==> src/rtl/ddr3_rw_arbiter.sv <==
`default_nettype none
// ============================================================================
// Module   : ddr3_rw_arbiter
// Function : urgent/round-robin write/read burst sequencer for the DDR3MI app port
// Revision : 1.0  initial release
// ============================================================================
module ddr3_rw_arbiter #(
  parameter int ADDR_WIDTH  = 28,
  parameter int DATA_WIDTH  = 128,
  parameter int BURST_BEATS = 64,
  parameter int TIMEOUT     = 4096
) (
  input  logic                    scaled_down_DDR3_clk,
  input  logic                    I_rst_n,
  input  logic                    init_calib_complete,
  input  logic                    wr_req,
  input  logic [ADDR_WIDTH-1:0]   wr_addr,
  output logic                    wr_gnt,
  output logic                    wr_pop,
  input  logic [DATA_WIDTH-1:0]   wr_beat_data,
  output logic                    wr_done,
  input  logic                    rd_req,
  input  logic                    rd_urgent,
  input  logic [ADDR_WIDTH-1:0]   rd_addr,
  output logic                    rd_gnt,
  output logic                    rd_beat_valid,
  output logic [DATA_WIDTH-1:0]   rd_beat_data,
  output logic                    rd_done,
  input  logic                    cmd_ready,
  output logic [2:0]              cmd,
  output logic                    cmd_en,
  output logic [ADDR_WIDTH-1:0]   addr,
  output logic [5:0]              app_burst_number,
  input  logic                    wr_data_rdy,
  output logic [DATA_WIDTH-1:0]   wr_data,
  output logic                    wr_data_en,
  output logic                    wr_data_end,
  output logic [DATA_WIDTH/8-1:0] wr_data_mask,
  input  logic                    rd_data_valid,
  input  logic [DATA_WIDTH-1:0]   rd_data,
  output logic                    err_timeout
);

  localparam int c_tmo_w = $clog2(TIMEOUT + 1);

  typedef enum logic [2:0] {
    S_IDLE    = 3'd0,
    S_ARB     = 3'd1,
    S_WR_CMD  = 3'd2,
    S_RD_CMD  = 3'd3,
    S_WR_DATA = 3'd4,
    S_RD_DATA = 3'd5
  } state_t;

  state_t             r_state;
  logic               r_last_wr;
  logic [6:0]         r_beat_cnt;
  logic [c_tmo_w-1:0] r_tmo_cnt;

  logic w_wr_beat;
  logic w_rd_beat;
  logic w_last_beat;
  logic w_tmo_hit;
  logic w_pick_rd;
  logic w_pick_wr;

  assign w_wr_beat   = (r_state == S_WR_DATA) && wr_data_rdy;
  assign w_rd_beat   = (r_state == S_RD_DATA) && rd_data_valid;
  assign w_last_beat = (r_beat_cnt == 7'(BURST_BEATS - 1));
  assign w_tmo_hit   = (r_tmo_cnt == c_tmo_w'(TIMEOUT - 1));

  // Urgent reads win outright; otherwise alternate when both ports ask.
  assign w_pick_rd = rd_req && (rd_urgent || !wr_req || r_last_wr);
  assign w_pick_wr = wr_req && !w_pick_rd;

  // Handshake strobes must answer the DDR3MI ready flags in the same cycle.
  assign cmd_en           = ((r_state == S_WR_CMD) || (r_state == S_RD_CMD)) && cmd_ready;
  assign wr_pop           = w_wr_beat;
  assign wr_data_en       = w_wr_beat;
  assign wr_data_end      = w_wr_beat;
  assign wr_data          = wr_beat_data;
  assign wr_data_mask     = '0;
  assign app_burst_number = 6'(BURST_BEATS - 1);

  always_ff @(posedge scaled_down_DDR3_clk or negedge I_rst_n) begin
    if (!I_rst_n) begin
      r_state       <= S_IDLE;
      r_last_wr     <= 1'b1;
      r_beat_cnt    <= '0;
      r_tmo_cnt     <= '0;
      wr_gnt        <= 1'b0;
      rd_gnt        <= 1'b0;
      wr_done       <= 1'b0;
      rd_done       <= 1'b0;
      rd_beat_valid <= 1'b0;
      rd_beat_data  <= '0;
      cmd           <= 3'b000;
      addr          <= '0;
      err_timeout   <= 1'b0;
    end else begin
      wr_gnt        <= 1'b0;
      rd_gnt        <= 1'b0;
      wr_done       <= 1'b0;
      rd_done       <= 1'b0;
      rd_beat_valid <= w_rd_beat;
      if (w_rd_beat) rd_beat_data <= rd_data;

      case (r_state)
        S_IDLE: begin
          if (init_calib_complete) r_state <= S_ARB;
        end
        S_ARB: begin
          r_tmo_cnt  <= '0;
          r_beat_cnt <= '0;
          if (!init_calib_complete) begin
            r_state <= S_IDLE;
          end else if (w_pick_rd) begin
            rd_gnt    <= 1'b1;
            addr      <= rd_addr;
            cmd       <= 3'b001;
            r_last_wr <= 1'b0;
            r_state   <= S_RD_CMD;
          end else if (w_pick_wr) begin
            wr_gnt    <= 1'b1;
            addr      <= wr_addr;
            cmd       <= 3'b000;
            r_last_wr <= 1'b1;
            r_state   <= S_WR_CMD;
          end
        end
        S_WR_CMD: begin
          if (cmd_ready) begin
            r_tmo_cnt <= '0;
            r_state   <= S_WR_DATA;
          end else if (w_tmo_hit) begin
            err_timeout <= 1'b1;
            wr_done     <= 1'b1;
            r_state     <= S_ARB;
          end else begin
            r_tmo_cnt <= r_tmo_cnt + c_tmo_w'(1);
          end
        end
        S_RD_CMD: begin
          if (cmd_ready) begin
            r_tmo_cnt <= '0;
            r_state   <= S_RD_DATA;
          end else if (w_tmo_hit) begin
            err_timeout <= 1'b1;
            rd_done     <= 1'b1;
            r_state     <= S_ARB;
          end else begin
            r_tmo_cnt <= r_tmo_cnt + c_tmo_w'(1);
          end
        end
        S_WR_DATA: begin
          if (w_wr_beat) begin
            r_tmo_cnt <= '0;
            if (w_last_beat) begin
              wr_done <= 1'b1;
              r_state <= S_ARB;
            end else begin
              r_beat_cnt <= r_beat_cnt + 7'd1;
            end
          end else if (w_tmo_hit) begin
            err_timeout <= 1'b1;
            wr_done     <= 1'b1;
            r_state     <= S_ARB;
          end else begin
            r_tmo_cnt <= r_tmo_cnt + c_tmo_w'(1);
          end
        end
        S_RD_DATA: begin
          // rd_done lands on the same edge as the registered last beat.
          if (w_rd_beat) begin
            r_tmo_cnt <= '0;
            if (w_last_beat) begin
              rd_done <= 1'b1;
              r_state <= S_ARB;
            end else begin
              r_beat_cnt <= r_beat_cnt + 7'd1;
            end
          end else if (w_tmo_hit) begin
            err_timeout <= 1'b1;
            rd_done     <= 1'b1;
            r_state     <= S_ARB;
          end else begin
            r_tmo_cnt <= r_tmo_cnt + c_tmo_w'(1);
          end
        end
        default: r_state <= S_IDLE;
      endcase
    end
  end

endmodule
`default_nettype wire

==> config.mk <==
export PLATFORM = sky130hd
export DESIGN_NAME = ddr3_rw_arbiter
export DESIGN_NICKNAME = d
export VERILOG_FILES = /design/src/rtl/ddr3_rw_arbiter.sv
export SDC_FILE = /design/constraint.sdc
export NUM_CORES = 1
export LEC_CHECK = 0
export BUFFER_PORTS_ARGS = -buffer_cell sky130_fd_sc_hd__buf_2
export CORE_AREA = 2 2 250 252
export CTS_CLUSTER_SIZE = 25
export DETAILED_ROUTE_END_ITERATION = 10
export DIE_AREA = 0 0 252 254
export MAX_ROUTING_LAYER = met4
export PLACE_DENSITY = 0.41
export SYNTH_ARGS = -nofsm -noshare
export SYNTH_HDL_FRONTEND = slang
export SYNTH_SLANG_ARGS = --single-unit
==> constraint.sdc <==
create_clock -name scaled_down_DDR3_clk -period 2.8 [get_ports scaled_down_DDR3_clk]
set_clock_uncertainty 0.2 [all_clocks]
set_input_delay 0.28 -clock scaled_down_DDR3_clk [delete_from_list [all_inputs] [get_ports scaled_down_DDR3_clk]]
set_output_delay 0.28 -clock scaled_down_DDR3_clk [all_outputs]
set_load 0.05 [all_outputs]
---- Word level (Yosys, flattened, before mapping) ----
Cells that the tools add are included.
word-level totals
  flip-flop bits (word level) ............. 189
  bits in latches ......................... 0
  bits in writable memories ............... 0
  memory bits (read-only) ................. 0
  input bits .............................. 321
  output and inout bits ................... 319
  logic and storage cells ................. 94
  memories ................................ 0
cells by class
  add/subtract/negate cells ............... 2
  multipliers ............................. 0
  div/mod/pow operators ................... 0
  $lt $le $gt $ge ......................... 0
  equality and inequality tests ........... 14
  shifts and indexed selects .............. 0
  muxes and demuxes ....................... 45
  bitwise logic cells ..................... 0
  reductions and logical operators ........ 20
operators by type and width
  cell                     number
  $mux W28                 2
  $mux W13                 4
  $pmux W13 S4             1
  $mux W3                  12
  $mux W7                  3
  $pmux W7 S3              1
  $mux W1                  18
  $pmux W3 S6              1
  $add A13 B1 Y13 const B  1
  $eq A13 B12 Y1 const B   1
  $ne A2 B2 Y1 const B     6
  $add A7 B1 Y7 const B    1
  $eq A7 B6 Y1 const B     1
  $eq A3 B2 Y1 const B     2
  $eq A3 B3 Y1 const B     2
  $reduce_and A3 Y1        2
  $reduce_bool A3 Y1       2
  $logic_and A1 B1 Y1      5
  $ne A4 B4 Y1 const B     1
  $pmux W1 S2              2
  $reduce_and A4 Y1        1
  $reduce_bool A4 Y1       1
  $eq A3 B1 Y1 const B     1
  $logic_not A3 Y1         1
  other kinds (6)          9

---- Depth between registers and ports, before layout ----
Gate-level depths: netlist of run 1.
  word-level depth ........................ 10
  mapped depth ............................ 6
  gate-level depth less buffers ........... 5

---- Worst setup path after synthesis of run 1 ----
Ideal clock, no wire load.
  path kind ............................... flip-flop to output port
  from .................................... register r_state[2]
  to ...................................... output wr_data_end
  arrival ................................. 2.787 ns
  data required time ...................... 2.320 ns
  slack ................................... -0.467 ns
  cell stages (with the launch flop) ...... 4
  path buffers ............................ 2
  path through ............................ dfrtp_1 -> buf_2 -> nor4bb_1 -> buf_4
between the ends
  cells in the longest elaborated chain, start to end .. 2
RTL lines
  element                 line  source
  start, declared         55    state_t r_state;
  start signal, assigned  87    r_state <= S_IDLE;
  start signal, assigned  110   if (init_calib_complete) r_state <= S_ARB;
  start signal, assigned  116   r_state <= S_IDLE;
  $eq A3 B3 Y1            67    assign w_wr_beat = (r_state == S_WR_DATA) && wr_data_rdy;
  $logic_and A1 B1 Y1     67
  end, declared           37    output logic wr_data_end,
No other way between the ends.

---- Worst setup path after layout of run 1 ----
  from .................................... register r_tmo_cnt[4]
  to ...................................... register r_state[0]
between the ends
  cells in the longest elaborated chain, start to end .. 4
  elaborated cells on any way between the ends .. 7
  those cells by class .................... eq/ne: 1; mux: 6
RTL lines
  element                            line  source
  start, declared                    58    logic [c_tmo_w-1:0] r_tmo_cnt;
  start signal, assigned             140   r_tmo_cnt <= r_tmo_cnt + c_tmo_w'(1);
  start signal, assigned             152   r_tmo_cnt <= r_tmo_cnt + c_tmo_w'(1);
  start signal, assigned             169   r_tmo_cnt <= r_tmo_cnt + c_tmo_w'(1);
  $eq A13 B12 Y1 *                   70    assign w_tmo_hit = (r_tmo_cnt == c_tmo_w'(TIMEOUT - 1));
  $mux W3 *                          n/a
  $mux W3, on equally long branches  n/a
  $pmux W3 S6 *                      n/a
Every way passes the cells marked *; elsewhere a longest branch is shown, timed or not.
A chain may end at the register's enable or synchronous reset.

==> out/summary.md, run 1 <==
The netlist area before placement came out at 0.00878 mm2. Top fanout value on the critical path: 9. TritonCTS built the clock tree.

The post-synthesis share of cell area spent on xor and xnor gates is 0, and the synthesized-area fraction occupied by ao, oa, aoi and oai cells is 0.0714. Synthesized-area fraction occupied by adder cells: 0.00285. The peak per-stage delay on the critical path is 550 ps, and the count of yosys warnings during synthesis is 0. The leakage dissipation was 6.11 nW. Max-cap violations in this run came to 0. The worst setup path is launched from a flip-flop. The critical path in this run is classified as flip-flop to flip-flop. In the final design database the tool counted 1446 nets.

STA classifies the critical path endpoint as a flip-flop. Setup repair after global routing left no endpoint under its margin. The detail route stage leaves a number of antenna-violating nets equal to 0. The number of vias per cell works out to 3.57. The min-delay analysis places its worst path in the category input port to flip-flop.

The die covers 0.0640 mm2. The routing usage on met2 is 0.137, and the maximum frequency from static timing analysis is 394 MHz. The signal on the critical path passes through nand4_2, nor4_2, buf_4, nand2_1, a31oi_1, dlygate4sd3_1. The floorplan step set the die width to 252 um. The worst-path cell with the longest stage delay is sky130_fd_sc_hd__dlygate4sd3_1. The worst hold path begins at rd_req. The run gives 0 as the final count of hold timing violations. The number of storage elements in the synthesis netlist is 187, and the clock sink total is 187. Launch point of the critical path: r_tmo_cnt[4]$_DFFE_PN0P_. The tree is rooted in a sky130_fd_sc_hd__clkbuf_16.

By area, the combinational part of the netlist is dominated by multiplexers. Maximum clock path buffer count: 2. After floorplanning, the core was sized to cover 0.0613 mm2. The logs give 708 for the post-synthesis cell count and 22.8 ps for the post-route worst hold slack. The number of vias in the routed layout is 6888. The flow ran to the end, and the final reports show no timing, DRC or antenna violations. The final weighted congestion in routability-driven placement was 0.707; the number of core rows was 91. The mean routed wirelength per cell is 14.1 um. At the worst endpoint, the arrival time is 2760 ps. The required time at the worst-slack endpoint is 3020 ps. The tools report the worst flop-to-flop path startpoint as r_tmo_cnt[4]$_DFFE_PN0P_. The minimum clock period after layout works out to 2540 ps. The met3 demand-to-capacity share in global routing was 0.0243.

Clock-pin slew was measured on the worst setup and hold paths at 80 ps. Before CTS, the worst setup slack after placement is 564 ps. The layout has 6591 filler cells.

The slew at the pin closest to its max-slew limit came out at 697 ps. The pre-antenna-repair detailed-routing pass consisted of 6 iterations. The number of levels in the clock H-tree is 4, and the area added between synthesis and finish is 48.4%.

The number of failing setup endpoints in the final timing report was 0. The global routing stage identified its most utilized layer as met2. The post-synthesis mux area share was 0.168; the initial antenna violation count was 1. The register area share after synthesis was 0.533; the count of buffers inserted at the top-level ports was 359. Top-level port count: 640.

In this run the power density over the cells is 1180 mW/mm2. The worst vdd rail ir drop came out at 662 uV. Vertical die dimension: 254 um.

Clock tree synthesis inserted a total of 17 buffers. The final worst setup slack is 265 ps, and the largest net degree at the start of global routing is 70. The primary flip-flop cell chosen by synthesis mapping is sky130_fd_sc_hd__dfrtp_1.

The total overflow left after global routing is 0. Sum of negative setup slack: 0 ps. The HPWL after detailed placement is 18.8 mm.

The logs give 7206 for the via count of the first global-routing pass and 0 for the DRC violations left. After synthesis, the mean cell area works out to 12.4 um2. The layout cell share with drive strength beyond 1 is 0.482, and the violation count after the first detailed-routing iteration is 334. The logs give 0 for the total count of max-transition violations in the final report and 40.0 mm for the global-route wire length before repair.

Max-slew headroom at the worst pin: 0.532. The insertion delay to the later sink of the worst-skew pair came out at 480 ps. The initial core utilization is 0.143. The share of flip-flops with an asynchronous set or reset after synthesis works out to 1.00.

The synthesized-area fraction occupied by and/or/nand/nor cells is 0.0624. The number of enable-type register cells in the synthesized netlist is 0, and the routed wire length is 27.2 mm. The final cycle utilization of the critical path was 0.905; the number of distinct standard cells referenced by the synthesized netlist was 57. The run gives 0.0849 as the all-layer global routing usage.

The routing usage on met1 is 0.0879.
[layer usage]
metal  wire (um)  up-vias
li1            -     3180
met1       10400     3329
met2       13600      269
met3        1660      110
met4        1530        0
met5           0        -
[power by group]
part           switching [W]  internal [W]  total [W]
registers           0.000682       0.00388    0.00457
clock network        0.00139       0.00124    0.00263
logic                0.00575       0.00247    0.00822
total                0.00782       0.00759     0.0154
[path summary, 6_finish.rpt]
path	endpoint	slack, ps	cells after the start
max in group asynchronous	r_last_wr$_DFFE_PN1P_	1400	3
worst min register to register	cmd[0]$_DFFE_PN0P_	290	1
worst max register to register	r_state[0]$_DFFE_PN0P_	260	6
worst min-delay path	r_state[1]$_DFFE_PN0P_	20	3
min in group asynchronous	rd_beat_data[42]$_DFFE_PN0P_	130	2
worst max-delay path	r_state[0]$_DFFE_PN0P_	260	6
[logic make-up (layout without fill, tap and decap cells)]
family          after synthesis  after routing
buf+inv                     216            622
flops                       187            187
mux                         131            131
simple gates                 89             89
compound gates               81             81
fa+ha+maj                     2              2
other cells                   2             25
[worst max-delay path, delay by kind of cell (launching register included)]
family,cells,cell delay (ps)
buffers and inverters,2,770
and+or+nand+nor,3,850
DFF,1,480
AOI/OAI and AO/OA,1,170
[cells in the final DEF (no fill, tap or decap), types with 7 or more instances in the layout]
cell / n
sky130_fd_sc_hd__conb_1: 24
sky130_fd_sc_hd__o21ai_0: 10
sky130_fd_sc_hd__dfrtp_1: 183
sky130_fd_sc_hd__inv_1: 32
sky130_fd_sc_hd__mux2_2: 128
sky130_fd_sc_hd__clkbuf_16: 17
sky130_fd_sc_hd__buf_2: 358
sky130_fd_sc_hd__o31ai_1: 10
sky130_fd_sc_hd__buf_4: 7
sky130_fd_sc_hd__a21oi_1: 12
sky130_fd_sc_hd__nand2b_1: 7
sky130_fd_sc_hd__nand2_1: 15
sky130_fd_sc_hd__or4_1: 8
sky130_fd_sc_hd__nand3_1: 8
sky130_fd_sc_hd__dlygate4sd3_1: 188
sky130_fd_sc_hd__a222oi_1: 28
sky130_fd_sc_hd__nor2_1: 8
[registers in the layout (all words and copies together), names as in the netlist, 3 cells and up]
| register | count |
|---|---|
| r_tmo_cnt | 13 |
| rd_beat_data | 128 |
| r_state | 3 |
| addr | 28 |
| r_beat_cnt | 7 |
[Yosys cell counts, types with 2 or more instances]
| cell type | number | share of area |
|---|---|---|
| sky130_fd_sc_hd__mux2i_1 | 3 | 0.0034 |
| sky130_fd_sc_hd__and3_1 | 2 | 0.0014 |
| sky130_fd_sc_hd__conb_1 | 2 | 0.00086 |
| sky130_fd_sc_hd__inv_1 | 32 | 0.014 |
| sky130_fd_sc_hd__nor2_1 | 9 | 0.0038 |
| sky130_fd_sc_hd__a222oi_1 | 28 | 0.032 |
| sky130_fd_sc_hd__a31oi_1 | 3 | 0.0021 |
| sky130_fd_sc_hd__nand2_1 | 15 | 0.0064 |
| sky130_fd_sc_hd__nand2b_1 | 7 | 0.0050 |
| sky130_fd_sc_hd__o21bai_1 | 2 | 0.0017 |
| sky130_fd_sc_hd__nor2b_1 | 3 | 0.0021 |
| sky130_fd_sc_hd__nor3_1 | 4 | 0.0023 |
| sky130_fd_sc_hd__o21ai_0 | 11 | 0.0063 |
| sky130_fd_sc_hd__o211ai_1 | 2 | 0.0017 |
| sky130_fd_sc_hd__mux2_2 | 128 | 0.16 |
| sky130_fd_sc_hd__buf_4 | 155 | 0.13 |
| sky130_fd_sc_hd__nand4_1 | 2 | 0.0014 |
| sky130_fd_sc_hd__a21o_1 | 4 | 0.0034 |
| sky130_fd_sc_hd__nor3b_1 | 2 | 0.0017 |
| sky130_fd_sc_hd__dfrtp_1 | 186 | 0.53 |
| sky130_fd_sc_hd__nand3b_1 | 2 | 0.0017 |
| sky130_fd_sc_hd__nand3_1 | 8 | 0.0046 |
| sky130_fd_sc_hd__ha_1 | 2 | 0.0028 |
| sky130_fd_sc_hd__or4_1 | 8 | 0.0068 |
| sky130_fd_sc_hd__o311a_1 | 2 | 0.0023 |
| sky130_fd_sc_hd__o31ai_1 | 10 | 0.0085 |
| sky130_fd_sc_hd__or3b_2 | 2 | 0.0020 |
| sky130_fd_sc_hd__clkbuf_1 | 11 | 0.0047 |
| sky130_fd_sc_hd__or3_1 | 4 | 0.0028 |
| sky130_fd_sc_hd__buf_2 | 16 | 0.0091 |
| sky130_fd_sc_hd__a211o_1 | 2 | 0.0020 |
| sky130_fd_sc_hd__a21oi_1 | 12 | 0.0068 |
| sky130_fd_sc_hd__nor4_1 | 5 | 0.0036 |
[per-stage QoR]
| step | std cells | util | area (um2) | total power [W] |
|---|---|---|---|---|
| 6_report | 1927 | 0.213 | 13000 | 0.0154 |
| 5_1_grt | 1927 | 0.213 | 13000 | 0.0162 |
| 4_1_cts | 1926 | 0.213 | 13000 | 0.0156 |
| 3_5_place_dp | 1706 | 0.172 | 10500 | 0.0124 |
| 3_3_place_gp | 1706 | 0.172 | 10500 | 0.0123 |
| 2_1_floorplan | 730 | - | 8870 | 0.0109 |
[what timing repair did]
action	CTS	global route
gates resized for setup	0	4
setup buffers	0	0
setup endpoints to repair	0	13
hold buffers	188	0
hold endpoints to repair	219	0
[cell type report]
class,count,area (um2),area share
Sequential cell,187,4680,0.359
Timing Repair Buffer,558,3820,0.293
Multi-Input combinational cell,327,2790,0.214
Tap cell,790,988,0.0758
Clock buffer,17,425,0.0326
Clock inverter,15,206,0.0158
Inverter,32,120,0.00922
Antenna cell,1,2.50,0.000192
Power figures use the tool's default switching activity.
==> run 2: changes to the inputs <==
Settings changed: ABC_AREA set to 1, CORE_AREA 2 2 250 252 to 2 2 246 248, DIE_AREA 0 0 252 254 to 0 0 248 250, PLACE_DENSITY 0.41 to 0.42.
==> out/summary.md, run 2 <==
The worst setup path is launched from a flip-flop. Via count of the first global-routing pass: 8646. Ranked by total cell area, the synthesized netlist is headed by sky130_fd_sc_hd__dfrtp_1, sky130_fd_sc_hd__nand2_1, sky130_fd_sc_hd__buf_4, sky130_fd_sc_hd__nand3_1, sky130_fd_sc_hd__inv_1.

Input and output buffers added on the ports amount to 359. For the final antenna-violating net count, the log shows 0. Insertion delay to the later sink of the worst-skew pair: 480 ps. By startpoint and endpoint, the worst setup path is classified as flip-flop to flip-flop. In this run the deepest clock path goes through 2 buffers.

The commonest cells after synthesis are sky130_fd_sc_hd__nand2_1, sky130_fd_sc_hd__dfrtp_1, sky130_fd_sc_hd__buf_4. The run finished with clean final reports. TritonCTS created 17 clock buffers. The post-layout instance count excluding filler cells came out at 2319. For this run, the detailed router's first-pass iteration total came to 4. The number of core rows was 90. The routed layout has 8332 vias. The largest registers in the layout are rd_beat_data: 128 flops, addr: 28 flops, r_tmo_cnt: 13 flops. Required time at the worst-slack endpoint: 3020 ps. The run gives 0.00797 W as the switching power summed over all nets.

In this run the power density over the cells is 1140 mW/mm2. The run gives 0.534 as the power share of the combinational group. The number of vias per cell was 3.59.

Final cycle utilization of the critical path: 0.951. The max-slew headroom at the worst pin is 0.641. Leaving out fill and tap cells, the most frequent cells in the layout are sky130_fd_sc_hd__nand2_1, sky130_fd_sc_hd__buf_2, sky130_fd_sc_hd__dlygate4sd3_1, sky130_fd_sc_hd__dfrtp_1, sky130_fd_sc_hd__nand3_1.

The initial core utilization came out at 0.152. The congestion estimate from routability-driven global placement came to 0.788. After routing the design area is 0.0133 mm2. The sequential cell fraction of total power is 0.296, and the leakage dissipation is 7.06 nW.

0 antenna diodes ended up in the layout. The die is 250 um tall. The tool flagged a number of max-cap violations equal to 0.

The first global-routing pass estimated 47.7 mm of wire. The number of enable-type register cells in the synthesized netlist is 0. The slew at the pin closest to its max-slew limit was 537 ps. For this run, the post-layout net count is 1847. Utilization after layout: 0.223.

The final layout contains routed wiring with a total length of 31.7 mm. Minimum clock period after layout: 2660 ps. CTS built an H-tree with a depth of 4. The die covers 0.0620 mm2.

Setup total negative slack on the finished layout was measured at 0 ps. The register with the most flip-flops in the layout has 128 of them. The share of power burned in the clock network came out at 0.169. The worst-case IR drop observed on VDD is 657 uV.

The most common library cell in the layout ignoring fill and taps was sky130_fd_sc_hd__nand2_1. The top-level port count came out at 640. The startpoint identified for the worst register-to-register timing path is r_state[1]$_DFFE_PN0P_. The synthesized netlist occupies a cell area of 0.00903 mm2. Library cell occupying the most area in the post-synthesis netlist: sky130_fd_sc_hd__dfrtp_1. Entering global routing, the biggest net connects 98 pins.

For the internal power contribution, the log shows 0.00721 W. Counting flops per register, the top entry is rd_beat_data. TritonCTS built the clock tree. The min-delay analysis places its worst path in the category input port to asynchronous set/reset pin.

In this run the mean area of a mapped cell was 8.21 um2. The count of yosys warnings during synthesis came out at 0. The violation count after the first detailed-routing iteration is 275. After clock tree synthesis, the clock-pin slew on the worst setup and hold paths is 80 ps.

The fraction of synthesized cell area taken by the top area cell type is 0.516, and the die boundary width is 248 um. The run gives 0 as the total count of max-transition violations in the final report. The tree is rooted in a sky130_fd_sc_hd__clkbuf_16. The share of flip-flops with an asynchronous set or reset after synthesis was 1.00. Data arrives at the worst endpoint at 2890 ps. The layout cell share with drive strength beyond 1 was 0.282.

Setup violations remaining at the end of the flow were counted as 0. Summed over all layers, the global routing overflow is 0. The switching share of total power is 0.525. Register area share after synthesis: 0.519. After detailed routing, the average wire length per cell comes to 13.7 um.

For the number of distinct standard cells referenced by the synthesized netlist, the log shows 31. The worst setup path is captured at a flip-flop. In this run, placement finished with an instance count of 2086. Counting flops and latches in the post-synthesis netlist gives 187. The launch point of the critical path is r_state[1]$_DFFE_PN0P_.

After legalization and detailed placement, the total HPWL measured 22.2 mm. Of all nets on the critical path, the largest fanout is 5. The total area inside the core boundary comes to 0.0596 mm2. The initial antenna violation count is 0.

Hold timing on the final database bottoms out at a slack of 102 ps. By instance count, the leading cell after synthesis is sky130_fd_sc_hd__nand2_1. Summing all placed instances gives a cell area of 0.0107 mm2.

Setup repair after global routing could not meet its margin everywhere. The clock sink total came out at 187. The tools report the maximum frequency from static timing analysis as 375 MHz.

The area growth from synthesis to layout is 47.4%. The final count of hold timing violations was 0. In the routed design, unresolved DRC markers number 0.

All-layer global routing usage: 0.105. The tools report the post-synthesis cell count as 1100. The primary flip-flop cell chosen by synthesis mapping is sky130_fd_sc_hd__dfrtp_1.
[run 2: cell count changes after synthesis, sizes merged, moves of 6 or more]
cell | before | now
buf | 172 | 185
o21ai | 11 | 18
o31ai | 10 | 0
nand2b | 7 | 0
nor2 | 9 | 30
a222oi | 28 | 0
nand2 | 15 | 540
or4 | 9 | 0
nor4 | 6 | 0
inv | 32 | 39
nand3 | 9 | 58
mux2 | 128 | 0
[run 2: worst paths after layout]
kind / end / slack, ps / cells past startpoint
setup / recovery: r_last_wr$_DFFE_PN1P_ / 140 / 9
hold / removal: rd_beat_data[9]$_DFFE_PN0P_ / 100 / 2
setup reg to reg: r_last_wr$_DFFE_PN1P_ / 140 / 9
hold reg to reg: rd_beat_data[108]$_DFFE_PN0P_ / 270 / 2
max in group asynchronous: rd_beat_data[61]$_DFFE_PN0P_ / 1550 / 3
min in group scaled_down_DDR3_clk: cmd[0]$_DFFE_PN0P_ / 150 / 7
[run 2: timing repair]
action	4_1_cts	5_1_grt
setup buffers	0	4
hold buffers	196	0
resized for setup	0	7
hold endpoints to repair	303	0
setup endpoints to repair	0	32
[run 2: layout make-up]
type / instances / area (um2)
Fill cell: 6611 / 46300
Multi-Input combinational cell: 704 / 2920
Inverter: 39 / 155
Clock buffer: 18 / 439
Tap cell: 782 / 978
Timing Repair Buffer: 574 / 3950
Sequential cell: 187 / 4680
Clock inverter: 14 / 178
Timing Repair inverter: 1 / 7.51
[run 2: metrics by stage]
stage	total power (W)	setup WS, ps
3_3_place_gp	0.0121	621
3_5_place_dp	0.0121	586
4_1_cts	0.0154	72.9
6_report	0.0152	136
2_1_floorplan	0.0106	867
5_1_grt	0.0162	-26.0
[run 2: power groups by stage]
stage               combinational [W]  clock [W]  sequential [W]
CTS                           0.00812    0.00272         0.00452
floorplan                     0.00222          0         0.00838
finish                        0.00811    0.00257         0.00450
detailed placement            0.00759          0         0.00451
global route                  0.00866    0.00283         0.00467
global placement              0.00756          0         0.00452
[run 2: cell families (layout without fill, tap and decap cells)]
logic type,after synthesis,count (layout),share of synthesized area
simple gates,640,640,0.283
buf+inv,231,646,0.170
compound gates,33,33,0.0202
other cells,2,24,0.000832
flops,187,187,0.519
xor+xnor,5,5,0.00485
fa+ha+maj,2,2,0.00277
[run 2: metal layers]
| metal | global-route usage | vias to the layer above | wire (um) |
|---|---|---|---|
| met2 | 0.163 | 332 | 14900 |
| met1 | 0.108 | 3855 | 12200 |
| met4 | 0.0659 | 0 | 1630 |
| met5 | - | - | 0 |
| li1 | - | 4042 | - |
| met3 | 0.0458 | 103 | 2960 |
[run 2: critical path, stage by stage, from the launching register on]
cell and delay [ps]:
sky130_fd_sc_hd__dfrtp_1 390, sky130_fd_sc_hd__inv_2 110, sky130_fd_sc_hd__nand2_2 100, sky130_fd_sc_hd__nor2_2 140, sky130_fd_sc_hd__nand2_1 120, sky130_fd_sc_hd__nor2_4 210, sky130_fd_sc_hd__nand2_1 110, sky130_fd_sc_hd__dlygate4sd3_1 570
sky130_fd_sc_hd__o21ai_0 80, sky130_fd_sc_hd__dlygate4sd3_1 570
==> run 3: changes to the inputs <==
Settings changed: CELL_PAD_IN_SITES_DETAIL_PLACEMENT set to 0, CELL_PAD_IN_SITES_GLOBAL_PLACEMENT set to 1, CORE_AREA 2 2 246 248 to 2 2 252 254, DIE_AREA 0 0 248 250 to 0 0 254 256, PLACE_DENSITY 0.42 to 0.53.
==> out/summary.md, run 3 (synthesis results as in run 2) <==
The worst hold path class is input port to flip-flop. The cell that appears most often on the critical path is sky130_fd_sc_hd__nand2_1. The largest registers in the layout are rd_beat_data: 128 flops, addr: 28 flops, r_tmo_cnt: 13 flops.

The floorplan step set the die height to 256 um. The logs give 0.00468 mm2 for the total area of sequential cells and 0 for the leftover overflow at the end of global routing. Setup slack after placement: 655 ps. For the maximum clock path buffer count, the log shows 2. The top fanout value on the critical path was 13. More flip-flops sit in one register than any other, and that register is rd_beat_data. Summed over all cells, the static leakage comes to 7.03 nW. 640 I/O pins were placed.

The layout cell share with drive strength beyond 1 came out at 0.281. The core region is 0.0624 mm2. At the pin with the least slew margin, the transition time is 982 ps. Critical path endpoint category: a flip-flop. The run gives 1 as the final count of hold timing violations. The kind of critical path is flip-flop to flip-flop.

In this run, the number of DRC markers left after iteration 0 of detailed routing was 463. The run gives 0.00290 mm2 as the area occupied by multi-input gates. TritonCTS built the clock tree.

Relative to the synthesized area, the layout overhead comes to 47.5%. The clock edge transition at the registers on the reported setup and hold paths was 80 ps. The flow ran to the end, but the final reports show violations. The signal on the critical path passes through inv_1, nand2_1, nand2_1, dlygate4sd3_1, nand2_1, inv_4, buf_6, nand2_1, nand3_1, dlygate4sd3_1. The tools report the insertion delay to the later sink of the worst-skew pair as 480 ps. Clock tree synthesis inserted a total of 17 buffers. The final cycle utilization of the critical path is 0.963. On the worst path, the slowest cell contributes a delay of 570 ps. The run gives 1842 as the count of nets after finishing.

After floorplanning, the core was divided into 92 placement rows. Routability-driven placement finished with a final weighted congestion of 0.760. Utilization after layout: 0.213. The initial core utilization came out at 0.145. In this run the post-CTS setup repair buffer count came out at 0. The tools report the category of the worst setup path launch point as a flip-flop. The arrival time reported for the critical path endpoint is 2860 ps, and the max-slew headroom at the worst pin is 0.346. The layout has 7022 filler cells.

The startpoint identified for the worst register-to-register timing path is r_last_wr$_DFFE_PN1P_. The worst hold path passes through 4 cells. The iteration count of the initial detailed-routing pass is 4, and the number of failing setup endpoints in the final timing report is 0. For this block, the via count after detailed routing is 8219.

The register-to-register setup slack is 100 ps. The final reports fail on hold timing. Post-route worst hold slack: -15.3 ps. The startpoint identified for the worst hold timing path is wr_req. In the layout the commonest cells are sky130_fd_sc_hd__nand2_1, sky130_fd_sc_hd__buf_2, sky130_fd_sc_hd__dlygate4sd3_1, sky130_fd_sc_hd__dfrtp_1, sky130_fd_sc_hd__nand3_1. The first global-routing pass estimated 47.3 mm of wire.

Dividing the detail-routed via count by the number of cells gives 3.45. The worst register-to-register path ends at addr[0]$_DFFE_PN0P_. Setup repair after global routing left no endpoint under its margin. The max-cap check violation count came out at 0.

The final worst setup slack is 103 ps, and the total power consumption of the routed design is 0.0150 W. For the via count of the first global-routing pass, the log shows 8426. The worst-case IR drop observed on VDD is 470 uV. The initial antenna violation count was 2.

The worst-path cell with the longest stage delay was sky130_fd_sc_hd__dlygate4sd3_1. Detailed placement ended at an HPWL of 22.3 mm. The worst-case reg-to-reg path depth was 10. The die covers 0.0650 mm2. The path with the worst hold slack has its endpoint at r_last_wr$_DFFE_PN1P_. The DRC violations left is 0.

The number of levels in the clock H-tree is 4, and the minimum clock period after layout is 2700 ps. The tools report the maximum frequency from static timing analysis as 371 MHz. Leaving out fill and tap cells, the most frequent cell in the layout is sky130_fd_sc_hd__nand2_1. The count of buffers inserted at the top-level ports was 359. After detailed routing, the total wire length is 30.8 mm. CTS saw 187 sinks. For the largest net degree at the start of global routing, the log shows 132. For this design the ratio of total power to cell area is 1130 mW/mm2. In this run the clock root is driven by a sky130_fd_sc_hd__clkbuf_16. The die is 254 um wide. The mean routed wirelength per cell works out to 13.0 um. At the worst endpoint, the required time is 2960 ps. The register with the most flip-flops in the layout has 128 of them. Summed over all failing endpoints, the final setup total negative slack is 0 ps.

The count of nets left with antenna violations once routing finished came out at 0. The all-layer global routing usage is 0.0987, and the total count of max-transition violations in the final report is 0.
[run 3: cell count changes in the layout (fill, tap and decap cells not counted), sizes merged]
cell         before  now
clkinvlp          2    1
bufinv            1    0
dlygate4sd3     196  191
diode             0    2
clkbuf           19   18
inv              42   47
clkinv            9    6
buf             377  378
[run 3: area by class of cell]
type,instances,area share
Antenna cell,2,0.000376
Sequential cell,187,0.352
Clock buffer,17,0.0320
Clock inverter,15,0.0125
Multi-Input combinational cell,704,0.218
Timing Repair Buffer,570,0.295
Tap cell,846,0.0795
Inverter,39,0.0114
[run 3: worst max-delay path by stage]
stage / cells past startpoint / from / slack [ps] / to
global placement: 7 / r_state[2]$_DFFE_PN0P_ / 720 / rd_beat_data[4]$_DFFE_PN0P_
CTS: 8 / r_last_wr$_DFFE_PN1P_ / 30 / r_last_wr$_DFFE_PN1P_
detailed placement: 7 / r_state[2]$_DFFE_PN0P_ / 650 / rd_beat_data[8]$_DFFE_PN0P_
floorplan: 6 / r_state[0]$_DFFE_PN0P_ / 870 / wr_data_end
finish: 10 / r_last_wr$_DFFE_PN1P_ / 100 / addr[0]$_DFFE_PN0P_
global route: 10 / r_last_wr$_DFFE_PN1P_ / 3 / addr[13]$_DFFE_PN0P_
[run 3: what timing repair did]
| action | in CTS | in global routing |
|---|---|---|
| gates resized for setup | 0 | 3 |
| hold buffers | 192 | 0 |
| hold endpoints to repair | 213 | 0 |
| setup endpoints to repair | 0 | 18 |
[run 3: power by group]
| group | switching, W | internal [W] | total, W |
|---|---|---|---|
| clock | 0.00132 | 0.00120 | 0.00252 |
| sequential | 0.000616 | 0.00385 | 0.00447 |
| combinational | 0.00602 | 0.00201 | 0.00804 |
[run 3: per-layer routing]
metal  part of all wire  up-vias  routed length (um)  track usage
li1                   -     4049                   -            -
met1               0.41     3776               12500        0.108
met2               0.49      320               15000        0.156
met3              0.081       74                2480       0.0383
met4              0.028        0                 875       0.0471
met5                  0        -                   0            -
[run 3: critical path, delay by kind of cell (launching register included)]
kind,cells,cell delay (ps)
buf+inv,5,1460
flops,1,520
simple gates,5,390
[run 3: stage by stage]
step | instance area [um2] | instances
2_1_floorplan | 9110 | 1122
3_3_place_gp | 10800 | 2155
3_5_place_dp | 10800 | 2155
4_1_cts | 13300 | 2379
5_1_grt | 13300 | 2380
6_report | 13300 | 2380
